--- src/rtl/er_sched_pkg.sv ---
// ---------------------------------------------------------------------------
// er_sched_pkg
// Shared types and constants for the ER frame scheduler.
//   - sched_state_t : run-level FSM state encoding
//   - per-frame field widths and the derived run accumulator widths
//   - sat_add       : saturating add used by every counter/accumulator
// ---------------------------------------------------------------------------
package er_sched_pkg;

    localparam int FRAME_ROUND_WIDTH       = 8;
    localparam int FRAME_LEAKED_INFO_WIDTH = 16;
    localparam int FRAME_ERROR_COUNT_WIDTH = 14;

    // Run accumulators carry 8 extra bits so a full run rarely saturates.
    localparam int TOTAL_LEAKED_WIDTH = FRAME_LEAKED_INFO_WIDTH + 8;
    localparam int TOTAL_ERROR_WIDTH  = FRAME_ERROR_COUNT_WIDTH + 8;
    localparam int FRAME_COUNT_WIDTH  = 8;

    localparam logic [31:0] TOTAL_LEAKED_MAX = 32'((64'd1 << TOTAL_LEAKED_WIDTH) - 64'd1);
    localparam logic [31:0] TOTAL_ERROR_MAX  = 32'((64'd1 << TOTAL_ERROR_WIDTH) - 64'd1);
    localparam logic [31:0] FRAME_COUNT_MAX  = 32'((64'd1 << FRAME_COUNT_WIDTH) - 64'd1);

    typedef enum logic [2:0] {
        ST_IDLE     = 3'd0,
        ST_WAIT_KEY = 3'd1,
        ST_SETTLE   = 3'd2,
        ST_START    = 3'd3,
        ST_WAIT_ER  = 3'd4,
        ST_ACCOUNT  = 3'd5,
        ST_RELEASE  = 3'd6,
        ST_DONE     = 3'd7
    } sched_state_t;

    // Saturating add on zero-extended operands; the caller truncates the
    // result back to the accumulator width, so max_val must fit that width.
    function automatic logic [31:0] sat_add(input logic [31:0] a,
                                            input logic [31:0] b,
                                            input logic [31:0] max_val);
        logic [32:0] sum;
        sum = {1'b0, a} + {1'b0, b};
        if (sum > {1'b0, max_val}) begin
            return max_val;
        end
        return sum[31:0];
    endfunction

endpackage

--- src/rtl/er_sched_watchdog.sv ---
// ---------------------------------------------------------------------------
// er_sched_watchdog
// Per-frame cycle counter for the ER scheduler timeout option.
//   clk, rst_n : clock, synchronous active-low reset
//   clear      : frame start; counter restarts at 1 (the start cycle itself)
//   enable     : scheduler is waiting for the ER engines
//   expired    : high while enabled and the count has reached TIMEOUT_CYCLES
// The counter parks at TIMEOUT_CYCLES rather than wrapping.
// ---------------------------------------------------------------------------
module er_sched_watchdog #(
    parameter int TIMEOUT_CYCLES = 4194304
) (
    input  logic clk,
    input  logic rst_n,
    input  logic clear,
    input  logic enable,
    output logic expired
);

    localparam int CNT_W = $clog2(TIMEOUT_CYCLES + 1);
    localparam logic [CNT_W-1:0] CNT_LIMIT = CNT_W'(TIMEOUT_CYCLES);

    logic [CNT_W-1:0] cnt_reg;

    always_ff @(posedge clk) begin
        if (!rst_n) begin
            cnt_reg <= '0;
        end else if (clear) begin
            cnt_reg <= CNT_W'(1);
        end else if (enable && (cnt_reg != CNT_LIMIT)) begin
            cnt_reg <= cnt_reg + 1'b1;
        end
    end

    assign expired = enable && (cnt_reg == CNT_LIMIT);

endmodule

--- src/rtl/er_frame_scheduler.sv ---
// ---------------------------------------------------------------------------
// er_frame_scheduler
// Run-level sequencer for the Alice/Bob single-frame error-reconciliation
// pair. Per frame: wait for a full sifted-key half, let BRAM/FIFOs settle,
// pulse start_er, collect finish/fail/statistics from both engines, add the
// statistics to the run totals and hand the consumed half back to sifting.
//
// Ports
//   clk, rst_n             clock, synchronous active-low reset
//   start_switch           level; rising edge in IDLE (or DONE) starts a run
//   sifted_frame_ready     current half holds a full frame
//   sifted_frame_release   1-cycle pulse, current half consumed
//   start_er               1-cycle start pulse to both ER engines
//   frame_round            frame number, stable from start_er to release
//   sifted_key_addr_index  sifted-key BRAM half in use
//   A_finish/B_finish      engine finish indications
//   A_fail/B_fail          engine verification failure
//   er_leaked_info, er_error_count, er_parameter_valid   A-side statistics
//   total_leaked_info      run leakage total (all frames)
//   total_error_count      run corrected-error total (successful frames)
//   frames_ok, frames_failed   frame outcome counters
//   busy, run_done         run status
//   timeout_err            sticky per-frame watchdog flag
//
// Build option: define ER_SCHED_TIMEOUT_EN to enable the per-frame watchdog;
// otherwise WAIT_ER waits indefinitely and timeout_err stays 0.
// ---------------------------------------------------------------------------
module er_frame_scheduler
    import er_sched_pkg::*;
#(
    parameter int NUM_FRAMES     = 16,
    parameter int START_DELAY    = 128,
    parameter int TIMEOUT_CYCLES = 4194304
) (
    input  logic                                clk,
    input  logic                                rst_n,
    input  logic                                start_switch,
    input  logic                                sifted_frame_ready,
    output logic                                sifted_frame_release,
    output logic                                start_er,
    output logic [FRAME_ROUND_WIDTH-1:0]        frame_round,
    output logic                                sifted_key_addr_index,
    input  logic                                A_finish,
    input  logic                                B_finish,
    input  logic                                A_fail,
    input  logic                                B_fail,
    input  logic [FRAME_LEAKED_INFO_WIDTH-1:0]  er_leaked_info,
    input  logic [FRAME_ERROR_COUNT_WIDTH-1:0]  er_error_count,
    input  logic                                er_parameter_valid,
    output logic [TOTAL_LEAKED_WIDTH-1:0]       total_leaked_info,
    output logic [TOTAL_ERROR_WIDTH-1:0]        total_error_count,
    output logic [FRAME_COUNT_WIDTH-1:0]        frames_ok,
    output logic [FRAME_COUNT_WIDTH-1:0]        frames_failed,
    output logic                                busy,
    output logic                                run_done,
    output logic                                timeout_err
);

    if ((NUM_FRAMES < 1) || (NUM_FRAMES > (1 << FRAME_ROUND_WIDTH))) begin : g_bad_num_frames
        $error("NUM_FRAMES out of range");
    end
    if (TIMEOUT_CYCLES < 1) begin : g_bad_timeout
        $error("TIMEOUT_CYCLES must be at least 1");
    end

    localparam int SETTLE_W = (START_DELAY > 1) ? $clog2(START_DELAY) : 1;
    localparam logic [SETTLE_W-1:0] SETTLE_LAST = SETTLE_W'(START_DELAY - 1);
    localparam logic [FRAME_ROUND_WIDTH:0] LAST_ROUND_PLUS1 = (FRAME_ROUND_WIDTH + 1)'(NUM_FRAMES);

    sched_state_t                       state_reg, state_next;
    logic                               start_d_reg;
    logic                               restart_reg, restart_next;
    logic [SETTLE_W-1:0]                settle_cnt_reg, settle_cnt_next;
    logic [1:0]                         done_reg, done_next;     // {B, A}
    logic                               fail_reg, fail_next;
    logic                               param_reg, param_next;
    logic [FRAME_LEAKED_INFO_WIDTH-1:0] leaked_reg, leaked_next;
    logic [FRAME_ERROR_COUNT_WIDTH-1:0] err_reg, err_next;
    logic [FRAME_ROUND_WIDTH-1:0]       round_reg, round_next;
    logic                               index_reg, index_next;
    logic [TOTAL_LEAKED_WIDTH-1:0]      tot_leak_reg, tot_leak_next;
    logic [TOTAL_ERROR_WIDTH-1:0]       tot_err_reg, tot_err_next;
    logic [FRAME_COUNT_WIDTH-1:0]       ok_reg, ok_next;
    logic [FRAME_COUNT_WIDTH-1:0]       failed_reg, failed_next;
    logic                               timeout_reg, timeout_next;
    logic                               start_rise;
    logic                               wd_hit;
    logic [FRAME_ROUND_WIDTH:0]         round_plus1;

    assign start_rise  = start_switch && !start_d_reg;
    assign round_plus1 = {1'b0, round_reg} + 1'b1;

`ifdef ER_SCHED_TIMEOUT_EN
    er_sched_watchdog #(
        .TIMEOUT_CYCLES (TIMEOUT_CYCLES)
    ) u_watchdog (
        .clk     (clk),
        .rst_n   (rst_n),
        .clear   (state_reg == ST_START),
        .enable  (state_reg == ST_WAIT_ER),
        .expired (wd_hit)
    );
`else
    assign wd_hit = 1'b0;
`endif

    always_ff @(posedge clk) begin
        if (!rst_n) begin
            state_reg      <= ST_IDLE;
            // Track the switch level through reset so a switch already held
            // high does not look like a fresh start once reset releases.
            start_d_reg    <= start_switch;
            restart_reg    <= 1'b0;
            settle_cnt_reg <= '0;
            done_reg       <= '0;
            fail_reg       <= 1'b0;
            param_reg      <= 1'b0;
            leaked_reg     <= '0;
            err_reg        <= '0;
            round_reg      <= '0;
            index_reg      <= 1'b0;
            tot_leak_reg   <= '0;
            tot_err_reg    <= '0;
            ok_reg         <= '0;
            failed_reg     <= '0;
            timeout_reg    <= 1'b0;
        end else begin
            state_reg      <= state_next;
            start_d_reg    <= start_switch;
            restart_reg    <= restart_next;
            settle_cnt_reg <= settle_cnt_next;
            done_reg       <= done_next;
            fail_reg       <= fail_next;
            param_reg      <= param_next;
            leaked_reg     <= leaked_next;
            err_reg        <= err_next;
            round_reg      <= round_next;
            index_reg      <= index_next;
            tot_leak_reg   <= tot_leak_next;
            tot_err_reg    <= tot_err_next;
            ok_reg         <= ok_next;
            failed_reg     <= failed_next;
            timeout_reg    <= timeout_next;
        end
    end

    always_comb begin
        state_next      = state_reg;
        restart_next    = restart_reg;
        settle_cnt_next = settle_cnt_reg;
        done_next       = done_reg;
        fail_next       = fail_reg;
        param_next      = param_reg;
        leaked_next     = leaked_reg;
        err_next        = err_reg;
        round_next      = round_reg;
        index_next      = index_reg;
        tot_leak_next   = tot_leak_reg;
        tot_err_next    = tot_err_reg;
        ok_next         = ok_reg;
        failed_next     = failed_reg;
        timeout_next    = timeout_reg;

        case (state_reg)
            ST_IDLE: begin
                round_next    = '0;
                index_next    = 1'b0;
                tot_leak_next = '0;
                tot_err_next  = '0;
                ok_next       = '0;
                failed_next   = '0;
                done_next     = '0;
                fail_next     = 1'b0;
                param_next    = 1'b0;
                // restart_reg carries the edge that left DONE through the
                // single IDLE cycle so the new run starts without a second edge.
                if (start_rise || restart_reg) begin
                    restart_next = 1'b0;
                    state_next   = ST_WAIT_KEY;
                end
            end

            ST_WAIT_KEY: begin
                if (sifted_frame_ready) begin
                    settle_cnt_next = '0;
                    state_next      = (START_DELAY == 0) ? ST_START : ST_SETTLE;
                end
            end

            ST_SETTLE: begin
                if (settle_cnt_reg == SETTLE_LAST) begin
                    state_next = ST_START;
                end else begin
                    settle_cnt_next = settle_cnt_reg + 1'b1;
                end
            end

            ST_START: begin
                done_next   = '0;
                fail_next   = 1'b0;
                param_next  = 1'b0;
                leaked_next = '0;
                err_next    = '0;
                state_next  = ST_WAIT_ER;
            end

            ST_WAIT_ER: begin
                done_next = done_reg | {B_finish, A_finish};
                fail_next = fail_reg | A_fail | B_fail;
                if (er_parameter_valid) begin
                    param_next  = 1'b1;
                    leaked_next = er_leaked_info;
                    err_next    = er_error_count;
                end
                // Exit on the updated latches so the release lands two
                // cycles after the last required event.
                if ((&done_next) && (param_next || fail_next)) begin
                    state_next = ST_ACCOUNT;
                end else if (wd_hit) begin
                    fail_next    = 1'b1;
                    timeout_next = 1'b1;
                    state_next   = ST_ACCOUNT;
                end
            end

            ST_ACCOUNT: begin
                // Leakage is public whatever the outcome, so it always counts.
                tot_leak_next = TOTAL_LEAKED_WIDTH'(sat_add(32'(tot_leak_reg),
                                    32'(leaked_reg), TOTAL_LEAKED_MAX));
                if (fail_reg) begin
                    failed_next = FRAME_COUNT_WIDTH'(sat_add(32'(failed_reg),
                                      32'd1, FRAME_COUNT_MAX));
                end else begin
                    ok_next      = FRAME_COUNT_WIDTH'(sat_add(32'(ok_reg),
                                       32'd1, FRAME_COUNT_MAX));
                    tot_err_next = TOTAL_ERROR_WIDTH'(sat_add(32'(tot_err_reg),
                                       32'(err_reg), TOTAL_ERROR_MAX));
                end
                state_next = ST_RELEASE;
            end

            ST_RELEASE: begin
                index_next = ~index_reg;
                round_next = round_plus1[FRAME_ROUND_WIDTH-1:0];
                state_next = (round_plus1 == LAST_ROUND_PLUS1) ? ST_DONE : ST_WAIT_KEY;
            end

            ST_DONE: begin
                if (start_rise) begin
                    restart_next = 1'b1;
                    state_next   = ST_IDLE;
                end
            end

            default: begin
                state_next = ST_IDLE;
            end
        endcase
    end

    assign start_er              = (state_reg == ST_START);
    assign sifted_frame_release  = (state_reg == ST_RELEASE);
    assign busy                  = (state_reg != ST_IDLE) && (state_reg != ST_DONE);
    assign run_done              = (state_reg == ST_DONE);
    assign frame_round           = round_reg;
    assign sifted_key_addr_index = index_reg;
    assign total_leaked_info     = tot_leak_reg;
    assign total_error_count     = tot_err_reg;
    assign frames_ok             = ok_reg;
    assign frames_failed         = failed_reg;
    assign timeout_err           = timeout_reg;

endmodule

--- config.mk ---
export PLATFORM = sky130hd
export DESIGN_NAME = er_frame_scheduler
export DESIGN_NICKNAME = d
export VERILOG_FILES = /design/src/rtl/er_sched_pkg.sv /design/src/rtl/er_sched_watchdog.sv /design/src/rtl/er_frame_scheduler.sv
export SDC_FILE = /design/constraint.sdc
export NUM_CORES = 1
export LEC_CHECK = 0
export CAP_MARGIN = 20
export CELL_PAD_IN_SITES_DETAIL_PLACEMENT = 0
export CELL_PAD_IN_SITES_GLOBAL_PLACEMENT = 1
export CORE_MARGIN = 2
export CORE_UTILIZATION = 44
export CTS_BUF_LIST = sky130_fd_sc_hd__clkbuf_4 sky130_fd_sc_hd__clkbuf_8
export CTS_CLUSTER_SIZE = 25
export DETAILED_ROUTE_END_ITERATION = 12
export GPL_ROUTABILITY_DRIVEN = 0
export HOLD_SLACK_MARGIN = 0.05
export PLACE_DENSITY_LB_ADDON = 0.12
export SLEW_MARGIN = 20
export SYNTH_ARGS = -nofsm -noshare
export SYNTH_HDL_FRONTEND = slang
export SYNTH_SLANG_ARGS = --single-unit
--- constraint.sdc ---
create_clock -name clk -period 8.45 [get_ports clk]
set_clock_uncertainty 0.15 [all_clocks]
set_input_delay 1.69 -clock clk [delete_from_list [all_inputs] [get_ports clk]]
set_output_delay 1.69 -clock clk [all_outputs]
set_load 0.005 [all_outputs]
Yosys cells after proc, flatten, opt, wreduce, memory -nomap -nowiden

Index checks and enable logic that the tools add are counted.

Add/sub/neg operators: 6
$mul: 0
Div/mod/pow operators: 0
$lt $le $gt $ge: 4
Equality and inequality tests: 19
Shifts and indexed selects: 0
Muxes and demuxes: 50
Bitwise gates (word level): 4
Reduce and logical (&&, ||, !) cells: 22

Operators by type and width:

| operator                                                                          | number |
|---|---|
| 22-bit 2-to-1 mux                                                                 | 3 |
| 24-bit 2-to-1 mux                                                                 | 2 |
| 8-bit 2-to-1 mux                                                                  | 6 |
| 24-bit case mux with 2 select lines                                               | 1 |
| 8-bit case mux with 2 select lines                                                | 3 |
| 22-bit case mux with 2 select lines                                               | 1 |
| 16-bit case mux with 2 select lines                                               | 1 |
| 14-bit case mux with 2 select lines                                               | 1 |
| 8-bit by 1-bit adder with 9-bit output, second input constant                     | 3 |
| 24-bit by 16-bit adder with 25-bit output                                         | 1 |
| 25-bit by 24-bit greater-than comparator with 1-bit output, second input constant | 1 |
| 3-bit case mux with 8 select lines                                                | 1 |
| 22-bit by 14-bit adder with 23-bit output                                         | 1 |
| 23-bit by 22-bit greater-than comparator with 1-bit output, second input constant | 1 |
| 9-bit by 8-bit greater-than comparator with 1-bit output, second input constant   | 2 |
| 3-bit 2-to-1 mux                                                                  | 6 |
| 16-bit 2-to-1 mux                                                                 | 1 |
| 2-bit != test, second input constant                                              | 8 |
| 1-bit 2-to-1 mux                                                                  | 15 |
| 14-bit 2-to-1 mux                                                                 | 1 |
| 7-bit 2-to-1 mux                                                                  | 2 |
| 7-bit case mux with 2 select lines                                                | 1 |
| 3-bit equality test, second input constant                                        | 4 |
| 2-bit nonzero test                                                                | 6 |
| other kinds (21)                                                                  | 33 |

Register bits after elaboration: 117
Latch bits: 0
Memory bits (writable): 0
Bits in read-only memories: 0
Bits of input ports: 39
Output and inout port bits: 76
Memories kept: 0

Depth between registers and ports, before layout

Word-level depth: 8
Gate-level depth with buffers: 10
Depth with buffers taken out: 10

Least setup slack after synthesis

No wires, ideal clock.

Kind: flip-flop to output port
From: register state_reg[0]
To: output busy
Arrival time: 1.154 ns
Required time: 6.610 ns
Path slack: 5.456 ns
Stages on the path, launching flop included: 5
Buffers on the path: 2
Path through: dfxtp_1 clkbuf_1 clkbuf_1 and3_1 nor2_1

Longest elaborated chain between the ends: 2
Elaborated cells on any way between the ends: 3
Classes of those cells: 1 x eq/ne; 2 x reduce/logical

RTL lines:

| element                                                    | line                      | RTL |
|---|---|---|
| start, declared                                            | er_frame_scheduler.sv:70  | `sched_state_t state_reg, state_next;` |
| start signal, assigned                                     | er_frame_scheduler.sv:128 | `state_reg <= state_next;` |
| 3-bit != test / 3-bit nonzero test (equally long branches) | er_frame_scheduler.sv:263 | `assign busy = (state_reg != ST_IDLE) && (state_reg != ST_DONE);` |
| 1-bit logical AND *                                        | er_frame_scheduler.sv:263 |  |
| end, declared                                              | er_frame_scheduler.sv:54  | `output logic busy,` |

Mark *: on every way between the ends. The rest lies on a longest branch, timed or not.

Worst setup path in the final report

From: register state_reg[1]
To: output sifted_frame_release

Longest elaborated chain between the ends: 1

RTL lines:

| element             | line                      | RTL |
|---|---|---|
| 3-bit equality test | er_frame_scheduler.sv:262 | `assign sifted_frame_release = (state_reg == ST_RELEASE);` |
| end, declared       | er_frame_scheduler.sv:39  | `output logic sifted_frame_release,` |

Every way passes these cells.

==> impl_metrics.csv <==
group,metric,value,unit
status,status,"completed",
timing,timing.fmax,234,MHz
timing,rsz0062_at_grt,"no",
detailed_routing,drc_errors,0,
floorplan,rows,45,
synth,synth_fp_nets,911,
timing,period_share,50.7,%
power_and_ir_drop,p_per_area,170,mW/mm²
setup_path,critPathArrivalTime,2440,ps
place,post-dp-hpwl,13.1,mm
cts,cts_tree,"yes",
run,cap_violations,0,
layout,largest_reg_flops,24,
synth,synth_cell_type_count,65,
detailed_routing,drt-pass1-iter-count,4,
setup_path,crit_end,"sifted_frame_release",
timing,hold_viol,0,
detailed_routing,postRouteAntennaNets,0,
synth,netlist_instances,833,
floorplan,dieArea,0.0163,mm²
cts,path_clk_slew,70,ps
timing,worst_slack,4170,ps
floorplan,io-pin-count,115,
global_route,antenna_found_initial,0,
cts,root_buffer,"clkbuf_8",
cts,clock_path_buffers,2,
synth,syn_area_per_cell,8.09,µm²
timing,tightest_slew,1020,ps
layout,utilization,56.1,%
layout,stdcell_area,0.00847,mm²
global_route,grt_max_degree,45,
min_path,hp-class,"flip-flop to flip-flop",
setup_path,crit_required,6610,ps
setup_path,r2r_slack,4550,ps
cts,htreeDepth,4,
detailed_routing,via_per_inst,5.80,
synth,synth_enable_flop_cells,0,
setup_path,reg2reg_from,"state_reg[0]",
setup_path,critPathKind,"flip-flop to output port",
timing,relSlewSlack,32.2,%
min_path,hold_path_depth,1,
place,dpl_cell_area,0.00799,mm²
layout,nets,1006,
power_and_ir_drop,power,1.44,mW
cts,cts_setup_buffers,0,
floorplan,die_w,128,µm
setup_path,ff2ff_path_depth,7,
synth,ys_seq_area_share,34.7,%
global_route,grt_pass1_vias,6158,
global_route,grt_first_pass_wirelength,30.3,mm
floorplan,die_height,128,µm
detailed_routing,wirelength,18.5,mm
synth,syn_area,0.00674,mm²
cts,clkSinkCount,117,
place,numPortBuffers,113,
place,place_ws,4110,ps
synth,ys.flop_type,"dfxtp_1",
timing,final_max_slew_viol_count,0,
timing,tns,0,ps
synth,synth-warning-count,0,
setup_path,timing.rr.end,"total_error_count[21]",
setup_path,worst_setup_path_end_kind,"output port",
detailed_routing,via_count,6551,
synth,async_reset_ff_share,0,%
timing,finalSetupViolations,0,
power_and_ir_drop,p_leak,3.16,nW
floorplan,start_util,44.7,%
setup_path,cp-startpoint,"state_reg[1]",
layout,area_growth,25.6,%
layout,antennaDiodeCount,0,
timing,period_needed,4280,ps
cts,cts_buffers,17,
power_and_ir_drop,ir_drop,0.120,mV
setup_path,crit_path_max_fanout,21,
cts,cts_resized,0,
detailed_routing,wl_per_cell,16.4,µm
floorplan,core,0.0151,mm²
layout,drive_gt1_share,6.38,%
detailed_routing,drtIter0Drc,425,
cts,worstSkewPairLatency,440,ps
cts,ctsHoldBuffers,0,
synth,ys_seq_elements,117,
global_route,globalRouteTotalUtil,23.0,%
global_route,grt_overflow_total,0,
setup_path,startpoint_type,"flip-flop",
## worst min path at each step
stage / slack [ps] / startpoint / endpoint
floorplan: 290 / settle_cnt_reg[6] / settle_cnt_reg[6]
global route: 370 / settle_cnt_reg[6] / settle_cnt_reg[6]
detailed placement: 330 / total_error_count[12] / total_error_count[12]
CTS: 350 / total_error_count[12] / total_error_count[12]
global placement: 300 / settle_cnt_reg[6] / settle_cnt_reg[6]
finish: 350 / total_error_count[12] / total_error_count[12]
## synthesized netlist by cell type (2+ instances only)
cell / count / share of area (%)
dfxtp_1: 117 / 35
nor2_1: 103 / 5.7
a21oi_1: 74 / 5.5
nand2_1: 61 / 3.4
o21ai_0: 55 / 4.1
ha_1: 37 / 6.9
clkbuf_1: 36 / 2.0
a22oi_1: 35 / 3.9
nand3_1: 28 / 2.1
inv_1: 21 / 1.2
a211oi_1: 19 / 2.1
a21o_1: 19 / 2.1
xnor2_1: 15 / 1.9
nor2b_1: 14 / 1.3
nor3_1: 14 / 1.0
xor2_1: 14 / 1.8
and3_1: 13 / 1.2
a21boi_0: 12 / 1.3
o21a_1: 11 / 1.2
and2_1: 10 / 0.93
o211ai_1: 10 / 1.1
a31oi_1: 8 / 0.74
nand2b_1: 8 / 0.74
a311oi_2: 7 / 1.6
nand4_1: 7 / 0.65
a311oi_1: 6 / 0.78
nor3b_1: 6 / 0.67
or3_1: 6 / 0.56
a41oi_1: 4 / 0.52
buf_2: 4 / 0.30
o31a_1: 4 / 0.52
or2_2: 4 / 0.37
a221oi_1: 3 / 0.39
mux2i_1: 3 / 0.45
nor4_1: 3 / 0.28
o2111ai_1: 3 / 0.39
o21bai_1: 3 / 0.33
o31ai_1: 3 / 0.33
fa_1: 2 / 0.59
nand3b_1: 2 / 0.22
o22ai_1: 2 / 0.19
o311ai_0: 2 / 0.26
o41ai_1: 2 / 0.26
or4_1: 2 / 0.22
## layout by cell type, fill, tap and decap left out, types with 14 or more instances in the layout
cell	netlist	routed
nand2_1	61	61
nand3_1	28	28
inv_1	21	20
ha_1	37	37
a21oi_1	74	74
o21ai_0	55	55
clkbuf_8	0	22
nor2_1	103	101
xnor2_1	15	15
a211oi_1	19	19
clkdlybuf4s50_1	0	113
dfxtp_1	117	117
nor2b_1	14	14
xor2_1	14	14
a22oi_1	35	35
a21o_1	19	19
## kinds of logic after synthesis
logic type | share of synthesized area, %
compound gates | 29.5
simple gates | 20.0
buf+inv | 3.86
xor+xnor | 3.77
fa+ha+maj | 7.46
flops | 34.7
other cells | 0.0556
mux | 0.612
## where the power goes
part	internal, mW	leakage, nW	total (mW)	switching, mW
registers	0.563	0.943	0.589	0.0267
logic	0.0752	1.98	0.225	0.150
clock network	0.397	0.246	0.622	0.225
total	1.03	3.16	1.44	0.402
## metal layers
metal  share of wire [%]  GRT usage [%]  up-vias  routed length, µm
met5                   0              0        -                  0
met4                 2.0           9.05        0                367
met3                 4.6           4.26       29                852
met2                  47           36.9      182               8650
met1                  47           30.7     3092               8650
li1                    -              -     3248                  -
## per-stage QoR
step,hold slack (ps),std cells
after floorplan,290,833
after global placement,305,1097
after detailed placement,328,1097
after CTS,350,1129
after global routing,366,1129
final,349,1129
## critical path, cell delays in order (launching register included)
cell             delay (ps)
dfxtp_1                 750
nand2_1                 140
or2_2                   410
clkinv_1                170
clkdlybuf4s50_1         530
## layout make-up
class | instances | area [µm²]
Timing Repair Buffer | 119 | 1180
Sequential cell | 117 | 2340
Fill cell | 1413 | 6620
Inverter | 22 | 82.6
Multi-Input combinational cell | 651 | 4150
Clock inverter | 8 | 168
Tap cell | 188 | 235
Clock buffer | 24 | 318
No activity file was read; power rests on OpenSTA's default activity.
